## src/rtl/cpu_ctrl_pkg.sv

```systemverilog
// Purpose: shared constants for the CPU run/step/halt sequencer.
// Latency: n/a (types and constants only).
// Backpressure: n/a.
package cpu_ctrl_pkg;

  localparam int PC_W                = 32;
  localparam int DIV_MAX_DEF         = 50000000;
  localparam int DEBOUNCE_CYCLES_DEF = 1000000;

  typedef enum logic [1:0] {
    HALT = 2'd0,
    RUN  = 2'd1,
    STEP = 2'd2
  } run_state_t;

endpackage

```

## src/rtl/btn_debounce.sv

```systemverilog
// Purpose: 2-FF synchronizer, stable-count debouncer and rising-edge pulse for a push button.
// Latency: 2 Clk sync + DEBOUNCE_CYCLES stable samples + 1 Clk to rise_evt.
// Backpressure: none; rise_evt is a single-Clk pulse that is never queued.
//
// Ports:
//   Clk, Rst   clock and asynchronous active-high reset
//   btn_raw    raw asynchronous button input
//   rise_evt   one-Clk pulse when the debounced level goes 0 -> 1
module btn_debounce
  import cpu_ctrl_pkg::*;
#(
  parameter int DEBOUNCE_CYCLES = DEBOUNCE_CYCLES_DEF
) (
  input  logic Clk,
  input  logic Rst,
  input  logic btn_raw,
  output logic rise_evt
);

  localparam int CW = $clog2(DEBOUNCE_CYCLES);
  localparam logic [CW-1:0] CNT_LAST = CW'(DEBOUNCE_CYCLES - 1);

  logic          btn_meta;
  logic          btn_sync;
  logic          level;
  logic [CW-1:0] stable_cnt;

  // stable_cnt counts consecutive synced samples that disagree with the
  // accepted level; any agreeing sample restarts the count.
  always_ff @(posedge Clk or posedge Rst) begin
    if (Rst) begin
      btn_meta   <= 1'b0;
      btn_sync   <= 1'b0;
      level      <= 1'b0;
      stable_cnt <= '0;
      rise_evt   <= 1'b0;
    end else begin
      btn_meta <= btn_raw;
      btn_sync <= btn_meta;
      rise_evt <= 1'b0;
      if (btn_sync == level) begin
        stable_cnt <= '0;
      end else if (stable_cnt == CNT_LAST) begin
        level      <= btn_sync;
        stable_cnt <= '0;
        rise_evt   <= btn_sync;
      end else begin
        stable_cnt <= stable_cnt + CW'(1);
      end
    end
  end

endmodule

```

## src/rtl/cpu_run_ctrl.sv

```systemverilog
// Purpose: run/step/halt sequencer issuing a one-Clk cpu_ce per CPU cycle, with cycle counter.
// Latency: cpu_ce registered 1 Clk after the decision; run_sw 2 Clk sync; RUN ticks every DIV_MAX Clk.
// Backpressure: none; halt_req/breakpoint stop RUN immediately, step events outside HALT are dropped.
//
// Ports:
//   Clk, Rst            clock and asynchronous active-high reset
//   run_sw, step_btn    asynchronous switch / raw push button
//   halt_req            synchronous halt request level
//   pc, bp_addr, bp_valid  breakpoint compare inputs
//   cpu_ce              core clock enable pulse
//   state, halted       sequencer state (HALT=0, RUN=1, STEP=2) and HALT flag
//   bp_hit              sticky breakpoint-stop flag
//   cycle_count         number of cpu_ce pulses issued (wraps)
// Build option: define CPU_RUN_CTRL_BREAKPOINT_EN to enable PC breakpoints;
// otherwise pc/bp_addr/bp_valid are ignored and bp_hit is constant 0.
module cpu_run_ctrl
  import cpu_ctrl_pkg::*;
#(
  parameter int DIV_MAX         = DIV_MAX_DEF,
  parameter int DEBOUNCE_CYCLES = DEBOUNCE_CYCLES_DEF,
  parameter int CNT_W           = 32
) (
  input  logic             Clk,
  input  logic             Rst,
  input  logic             run_sw,
  input  logic             step_btn,
  input  logic             halt_req,
  input  logic [PC_W-1:0]  pc,
  input  logic [PC_W-1:0]  bp_addr,
  input  logic             bp_valid,
  output logic             cpu_ce,
  output logic [1:0]       state,
  output logic             halted,
  output logic             bp_hit,
  output logic [CNT_W-1:0] cycle_count
);

  localparam int DIV_W = $clog2(DIV_MAX);
  localparam logic [DIV_W-1:0] DIV_LAST = DIV_W'(DIV_MAX - 1);

  logic             run_meta;
  logic             run_s;
  logic             step_evt;
  logic [DIV_W-1:0] div_cnt;
  logic             tick;
  logic             run_lock;
  logic             bp_stop;
  run_state_t       st_q;
  run_state_t       st_d;
  logic             ce_d;
  logic             lock_set;
  logic             bp_set;

  btn_debounce #(
    .DEBOUNCE_CYCLES(DEBOUNCE_CYCLES)
  ) u_step_db (
    .Clk      (Clk),
    .Rst      (Rst),
    .btn_raw  (step_btn),
    .rise_evt (step_evt)
  );

  assign tick  = (div_cnt == DIV_LAST);
  assign state = st_q;

`ifdef CPU_RUN_CTRL_BREAKPOINT_EN
  // Only a tick that would execute the instruction at bp_addr is stopped.
  assign bp_stop = bp_valid && (pc == bp_addr) && tick;

  always_ff @(posedge Clk or posedge Rst) begin
    if (Rst) begin
      bp_hit <= 1'b0;
    end else if (bp_set) begin
      bp_hit <= 1'b1;
    end else if ((st_q == HALT) && (st_d != HALT)) begin
      bp_hit <= 1'b0;
    end
  end
`else
  logic unused_bp;
  assign bp_stop   = 1'b0;
  assign bp_hit    = 1'b0;
  assign unused_bp = ^{pc, bp_addr, bp_valid, bp_set};
`endif

  always_comb begin
    st_d     = st_q;
    ce_d     = 1'b0;
    lock_set = 1'b0;
    bp_set   = 1'b0;
    case (st_q)
      HALT: begin
        if (run_s && !run_lock) begin
          st_d = RUN;
        end else if (step_evt) begin
          // cpu_ce rises together with STEP so the pulse lines up with it.
          st_d = STEP;
          ce_d = 1'b1;
        end
      end
      STEP: begin
        st_d = HALT;
      end
      RUN: begin
        if (halt_req || bp_stop) begin
          st_d     = HALT;
          lock_set = 1'b1;
          bp_set   = bp_stop;
        end else if (!run_s) begin
          st_d = HALT;
        end else begin
          ce_d = tick;
        end
      end
      default: begin
        st_d = HALT;
      end
    endcase
  end

  always_ff @(posedge Clk or posedge Rst) begin
    if (Rst) begin
      st_q        <= HALT;
      halted      <= 1'b1;
      cpu_ce      <= 1'b0;
      cycle_count <= '0;
      run_meta    <= 1'b0;
      run_s       <= 1'b0;
      div_cnt     <= '0;
      run_lock    <= 1'b0;
    end else begin
      st_q     <= st_d;
      halted   <= (st_d == HALT);
      cpu_ce   <= ce_d;
      run_meta <= run_sw;
      run_s    <= run_meta;
      if (ce_d) begin
        cycle_count <= cycle_count + CNT_W'(1);
      end
      // Divider only runs while staying in RUN, so every RUN entry starts at 0.
      if ((st_q == RUN) && (st_d == RUN)) begin
        div_cnt <= tick ? '0 : div_cnt + DIV_W'(1);
      end else begin
        div_cnt <= '0;
      end
      // A forced stop must win over the clear so a stop seen with run_s low
      // still needs the switch to be observed low afterwards.
      if (lock_set) begin
        run_lock <= 1'b1;
      end else if (!run_s) begin
        run_lock <= 1'b0;
      end
    end
  end

endmodule

```

## config.mk

```make
export PLATFORM = sky130hd
export DESIGN_NAME = cpu_run_ctrl
export DESIGN_NICKNAME = d
export VERILOG_FILES = /design/src/rtl/cpu_ctrl_pkg.sv /design/src/rtl/btn_debounce.sv /design/src/rtl/cpu_run_ctrl.sv
export SDC_FILE = /design/constraint.sdc
export NUM_CORES = 1
export LEC_CHECK = 0
export ABC_AREA = 1
export CORE_MARGIN = 2
export CORE_UTILIZATION = 46
export DETAILED_ROUTE_END_ITERATION = 12
export GPL_TIMING_DRIVEN = 0
export PLACE_DENSITY = 0.85
export RECOVER_POWER = 50
export SLEW_MARGIN = 10
export SYNTH_ARGS = -nofsm -noshare
export SYNTH_HDL_FRONTEND = slang
export SYNTH_SLANG_ARGS = --single-unit
```

## constraint.sdc

```tcl
create_clock -name Clk -period 3.9 [get_ports Clk]
set_clock_uncertainty 0.2 [all_clocks]
set_input_delay 0.78 -clock Clk [delete_from_list [all_inputs] [get_ports Clk]]
set_output_delay 0.78 -clock Clk [all_outputs]
set_load 0.05 [all_outputs]
```

==> results.ini, run 1 <==
[timing]
period_needed_ns=2.71
finalHoldViolations=0
slew_viol_final=0
setup_viol=0
max_freq_mhz=369
setup_tns_ns=0
rsz0062_at_grt=no
slew_headroom=0.0377
hold_slack_ns=0.150
tightestPinTransition_ns=1.44
finalCritPeriodShare=0.694

[yosys]
async_flop_share=1.00
synth_most_common_cell=nand2_1
synth_top_area_frac=0.414
ys_types=34
synth.largest_area_cell=dfrtp_1
synth_area_leaders=dfrtp_1 (41%), nand2_1 (20%), nor2_1 (12%)
synth_seq_area_share=0.419
synth_seq_cells=89
synth-edff-count=0
avgSynthCellArea_um2=6.77
synth_common_cells=nand2_1 (284), nor2_1 (171), dfrtp_1 (88)
synth_ff_type=dfrtp_1
postSynthCellCount=785
ys_warn_count=0
synth_nets=858
netlist_area_mm2=0.00532

[finish]
area_delta_synth_final_pct=16.5
multi_input_area_mm2=0.00274
fin_area_mm2=0.00619
seq_area_mm2=0.00223
n_antenna_cell=0
drive_gt1_frac=0.0439
fillers=1103
finalNetCount=910
instances_no_fill=985

[cts]
cts_tree=built
cts_resized=0
insertion_delay_ns=0.35
clockBufferDepth=2
clkTransAtPathRegs_ns=0.07
clock-sinks=89
cts_hold_buf=0
numCtsBuffers=9
post_cts_buffers=0
cts_root_buf=clkbuf_16
h-tree-depth=3

[global_route]
grt_pass1_wl_um=21900
track_usage=0.216
antenna_found_initial=0
grt_overflow_total=0
grt_pass1_vias=4717
grt_max_degree=60

[floorplanning]
num_rows=39
core_mm2=0.0114
dieArea_mm2=0.0124
io_pins=107
die-height_um=111
start_util=0.467
die_x_um=111

[run_status]
outcome=finished, final reports clean

[power_and_ir_drop]
power_w=0.00187
leakage_nw=2.65
powerDensity_mw_per_mm2=302
peakVddDrop_mv=0.235

[placement]
hpwl_um=9500
place_area_mm2=0.00592
dpl.cell_count=969
place_congestion=0.977
port_buffers=40

[drt]
ant_nets=0
wl_per_cell_um=12.8
via_count=5027
routed_wirelength_um=12600
drc=0
initialDrtViolationCount=494
firstDrtPassIters=8
via_per_inst=5.10

[hold_path]
hold_class=reg2reg

[worst_setup_path]
end_kind=output port
required_ns=2.92
cp_slowest_stage_delay_ns=0.87
cp_data_arrival_time_ns=1.73
path_delay_family=buffers and inverters
critPathLaunchType=flop
crit_chain=clkdlybuf4s50_1
crit_type=reg2out
cp.buffers_inverters=1
path_max_fanout=7
cp_slowest_cell=clkdlybuf4s50_1

[job]
cap_violations=0

## sequential cells by signal (all words and copies together) (netlist names)
signal and count:
cycle_count 32, div_cnt 26, u_step_db.stable_cnt 20, state 2, cpu_ce 1, halted 1, run_lock 1, run_meta 1
run_s 1, u_step_db.btn_meta 1, u_step_db.btn_sync 1, u_step_db.level 1, u_step_db.rise_evt 1
## metrics by stage
stage	util	setup WS [ns]
after floorplan	-	0.615
after global placement	0.518	-0.769
after CTS	0.546	1.20
after global routing	0.545	1.19
after detailed placement	0.521	1.37
final	0.545	1.19
## layer usage
layer / wire (um) / share of wire / track usage / up-vias
met5: 0 / 0 / 0 / -
met4: 210 / 0.017 / 0.0930 / 0
met3: 645 / 0.051 / 0.0272 / 16
met2: 5970 / 0.47 / 0.350 / 141
met1: 5810 / 0.46 / 0.294 / 2319
li1: - / - / - / 2551
## cells by family after synthesis
| family | Yosys count | share of synthesized area |
|---|---|---|
| AO/OA/AOI/OAI | 16 | 0.0191 |
| XOR/XNOR | 31 | 0.0511 |
| other | 1 | 0.000706 |
| adder cells (fa/ha/maj) | 3 | 0.00706 |
| buffers and inverters | 80 | 0.0624 |
| AND/OR/NAND/NOR | 565 | 0.440 |
| flip-flops | 89 | 0.419 |
## power by group
part / switching [W] / leakage (nW) / internal (W) / total, W
sequential: 0.00000774 / 1.23 / 0.000936 / 0.000943
clock: 0.000391 / 0.136 / 0.000457 / 0.000849
combinational: 0.0000579 / 1.29 / 0.0000223 / 0.0000802
## cells in the final DEF (no fill, tap or decap), types with 4 or more instances in the layout
cell	synthesis	final
xor2_1	16	16
nor3_1	8	10
a21oi_1	4	4
clkdlybuf4s50_1	0	36
nand3_1	81	82
nor2_4	4	4
o21ai_0	5	5
xnor2_1	15	15
nor2_1	171	172
nand2_1	284	284
inv_1	68	67
clkbuf_16	0	9
nand4_1	5	5
dlygate4sd3_1	0	4
dfrtp_1	88	88
buf_2	4	4
## worst paths after layout
kind	from	slack, ns	end	depth (start not counted)
max in group asynchronous	Rst	1.61	halted	3
min in group asynchronous	Rst	1.01	cycle_count[26]	2
min reg2reg	run_meta	0.15	run_s	0
max	cycle_count[2]	1.19	cycle_count[2]	1
min	run_meta	0.15	run_s	0
max reg2reg	cycle_count[0]	1.75	cycle_count[30]	10
## final cells by class
cell class	instances	area share
Timing Repair Buffer	41	0.0691
Clock buffer	10	0.0386
Clock inverter	6	0.00808
Tap cell	143	0.0289
Sequential cell	89	0.360
Inverter	69	0.0420
Multi-Input combinational cell	616	0.442
Buffer	11	0.0117
Power figures use the tool's default switching activity.
==> run 2: changes to the inputs <==
==> constraint.sdc (replaced) <==
create_clock -name Clk -period 2.5 [get_ports Clk]
set_clock_uncertainty 0.2 [all_clocks]
set_input_delay 0.5 -clock Clk [delete_from_list [all_inputs] [get_ports Clk]]
set_output_delay 0.5 -clock Clk [all_outputs]
set_load 0.05 [all_outputs]
==> results.ini, run 2 (same netlist as run 1, synthesis figures left out) <==
[cts]
cts_root_buf=clkbuf_16  ; unchanged
h-tree-depth=3  ; unchanged
cts_resized=0  ; unchanged
cts_hold_buf=0  ; unchanged
clkTransAtPathRegs_ns=0.07  ; about the same
post_cts_buffers=0  ; unchanged
cts_tree=built  ; unchanged
clockBufferDepth=2  ; unchanged
insertion_delay_ns=0.35  ; about the same
numCtsBuffers=9  ; unchanged
clock-sinks=89  ; unchanged

[global_route]
grt_pass1_wl_um=22500  ; was 21900 um
grt_pass1_vias=4788  ; was 4717
grt_max_degree=36  ; was 60
grt_overflow_total=0  ; unchanged
track_usage=0.219  ; was 0.216
met2_usage=0.362  ; was 0.350
antenna_found_initial=0  ; unchanged
grt_busiest_layer=met2  ; unchanged
use_met3=0.0359  ; was 0.0272
met1_usage=0.294  ; about the same

[power_and_ir_drop]
powerDensity_mw_per_mm2=482  ; was 302 mW/mm2
peakVddDrop_mv=0.368  ; was 0.235 mV
leakage_nw=2.67  ; was 2.65 nW

[worst_setup_path]
end_kind=output port  ; unchanged
crit_chain=clkdlybuf4s50_1  ; unchanged
path_delay_family=buffers and inverters  ; unchanged
cp_slowest_cell=clkdlybuf4s50_1  ; unchanged
required_ns=1.80  ; was 2.92 ns
cp_slowest_stage_delay_ns=0.88  ; was 0.87 ns
crit_type=reg2out  ; unchanged
cp_data_arrival_time_ns=1.74  ; was 1.73 ns
cp.buffers_inverters=1  ; unchanged
path_max_fanout=7  ; unchanged
critPathLaunchType=flop  ; unchanged

[timing]
finalCritPeriodShare=0.976
rsz0062_at_grt=no  ; unchanged
setup_viol=0  ; unchanged
setup_tns_ns=0  ; unchanged
finalHoldViolations=0  ; unchanged
max_freq_mhz=410
tightestPinTransition_ns=1.33  ; was 1.44 ns
period_needed_ns=2.44
slew_viol_final=0  ; unchanged
slew_headroom=0.110  ; was 0.0377
hold_slack_ns=0.153  ; was 0.150 ns

[finish]
drive_gt1_frac=0.0451  ; was 0.0439
largest_register_ffs=32  ; unchanged
final_cell_mix=nand2_1 (284), nor2_1 (172), dfrtp_1 (88)  ; unchanged
area_delta_synth_final_pct=16.9  ; was 16.5%
multi_input_area_mm2=0.00274  ; unchanged
mostFrequentLayoutCell=nand2_1  ; unchanged
fillers=1091  ; was 1103
top_register=cycle_count  ; unchanged
fin_area_mm2=0.00621  ; was 0.00619 mm2
finalNetCount=911  ; was 910
reg.largest.list=cycle_count: 32 flops, div_cnt: 26 flops, u_step_db.stable_cnt: 20 flops  ; unchanged
n_antenna_cell=0  ; unchanged
post-route-util=0.546  ; was 0.545
seq_area_mm2=0.00223  ; unchanged

[placement]
place_area_mm2=0.00594  ; was 0.00592 mm2
hpwl_um=9510  ; was 9500 um
place_congestion=0.970  ; was 0.977
port_buffers=40  ; unchanged

[drt]
ant_nets=0  ; unchanged
initialDrtViolationCount=490  ; was 494
drc=0  ; unchanged
via_count=5047  ; was 5027
firstDrtPassIters=6  ; was 8
via_per_inst=5.12  ; was 5.10
wl_per_cell_um=12.9  ; was 12.8 um
routed_wirelength_um=12800  ; was 12600 um

[run_status]
outcome=finished, final reports clean  ; unchanged

[floorplanning]
die-height_um=111  ; unchanged
die_x_um=111  ; unchanged
start_util=0.467  ; unchanged
dieArea_mm2=0.0124  ; unchanged
num_rows=39  ; unchanged
core_mm2=0.0114  ; unchanged
io_pins=107  ; unchanged

[hold_path]
hold_class=reg2reg  ; unchanged

[job]
cap_violations=0  ; unchanged

[run 2: cell count changes in the layout (fill, tap and decap cells not counted), sizes merged]
cell / change
buf: +1
bufinv: +1
clkbuf: -1
clkinv: +1
clkinvlp: -1
[run 2: metal layers]
metal,routed length [um],vias to the layer above
li1,-,2549
met1,5790,2315
met2,6060,158
met3,656,25
met4,248,0
met5,0,-
[run 2: path summary, 6_finish.rpt]
check | from | to | slack (ns) | cells past startpoint
worst min register to register | run_meta | run_s | 0.15 | 0
min in group asynchronous | Rst | u_step_db.btn_meta | 0.69 | 2
worst max register to register | cycle_count[0] | cycle_count[30] | 0.34 | 10
worst max-delay path | cycle_count[2] | cycle_count[2] | 0.06 | 1
max in group asynchronous | Rst | halted | 0.32 | 4
worst min-delay path | run_meta | run_s | 0.15 | 0
[run 2: power breakdown]
group	switching (W)	internal (W)	total (W)
combinational	0.0000912	0.0000351	0.000126
sequential	0.0000109	0.00146	0.00147
clock	0.000612	0.000786	0.00140
total	0.000714	0.00228	0.00299
[run 2: area by class of cell]
type,instances,share of cell area
Clock buffer,9,0.0363
Buffer,11,0.0117
Sequential cell,89,0.359
Multi-Input combinational cell,616,0.441
Tap cell,143,0.0288
Clock inverter,7,0.0123
Inverter,69,0.0419
Timing Repair Buffer,42,0.0695
[run 2: through the flow]
step | std cells | worst slack [ns] | power, W
2_1_floorplan | 785 | 0.460 | 0.00158
3_3_place_gp | 968 | -0.183 | 0.00162
3_5_place_dp | 970 | 0.238 | 0.00163
4_1_cts | 986 | 0.0676 | 0.00302
5_1_grt | 986 | 0.0271 | 0.00310
6_report | 986 | 0.0589 | 0.00299
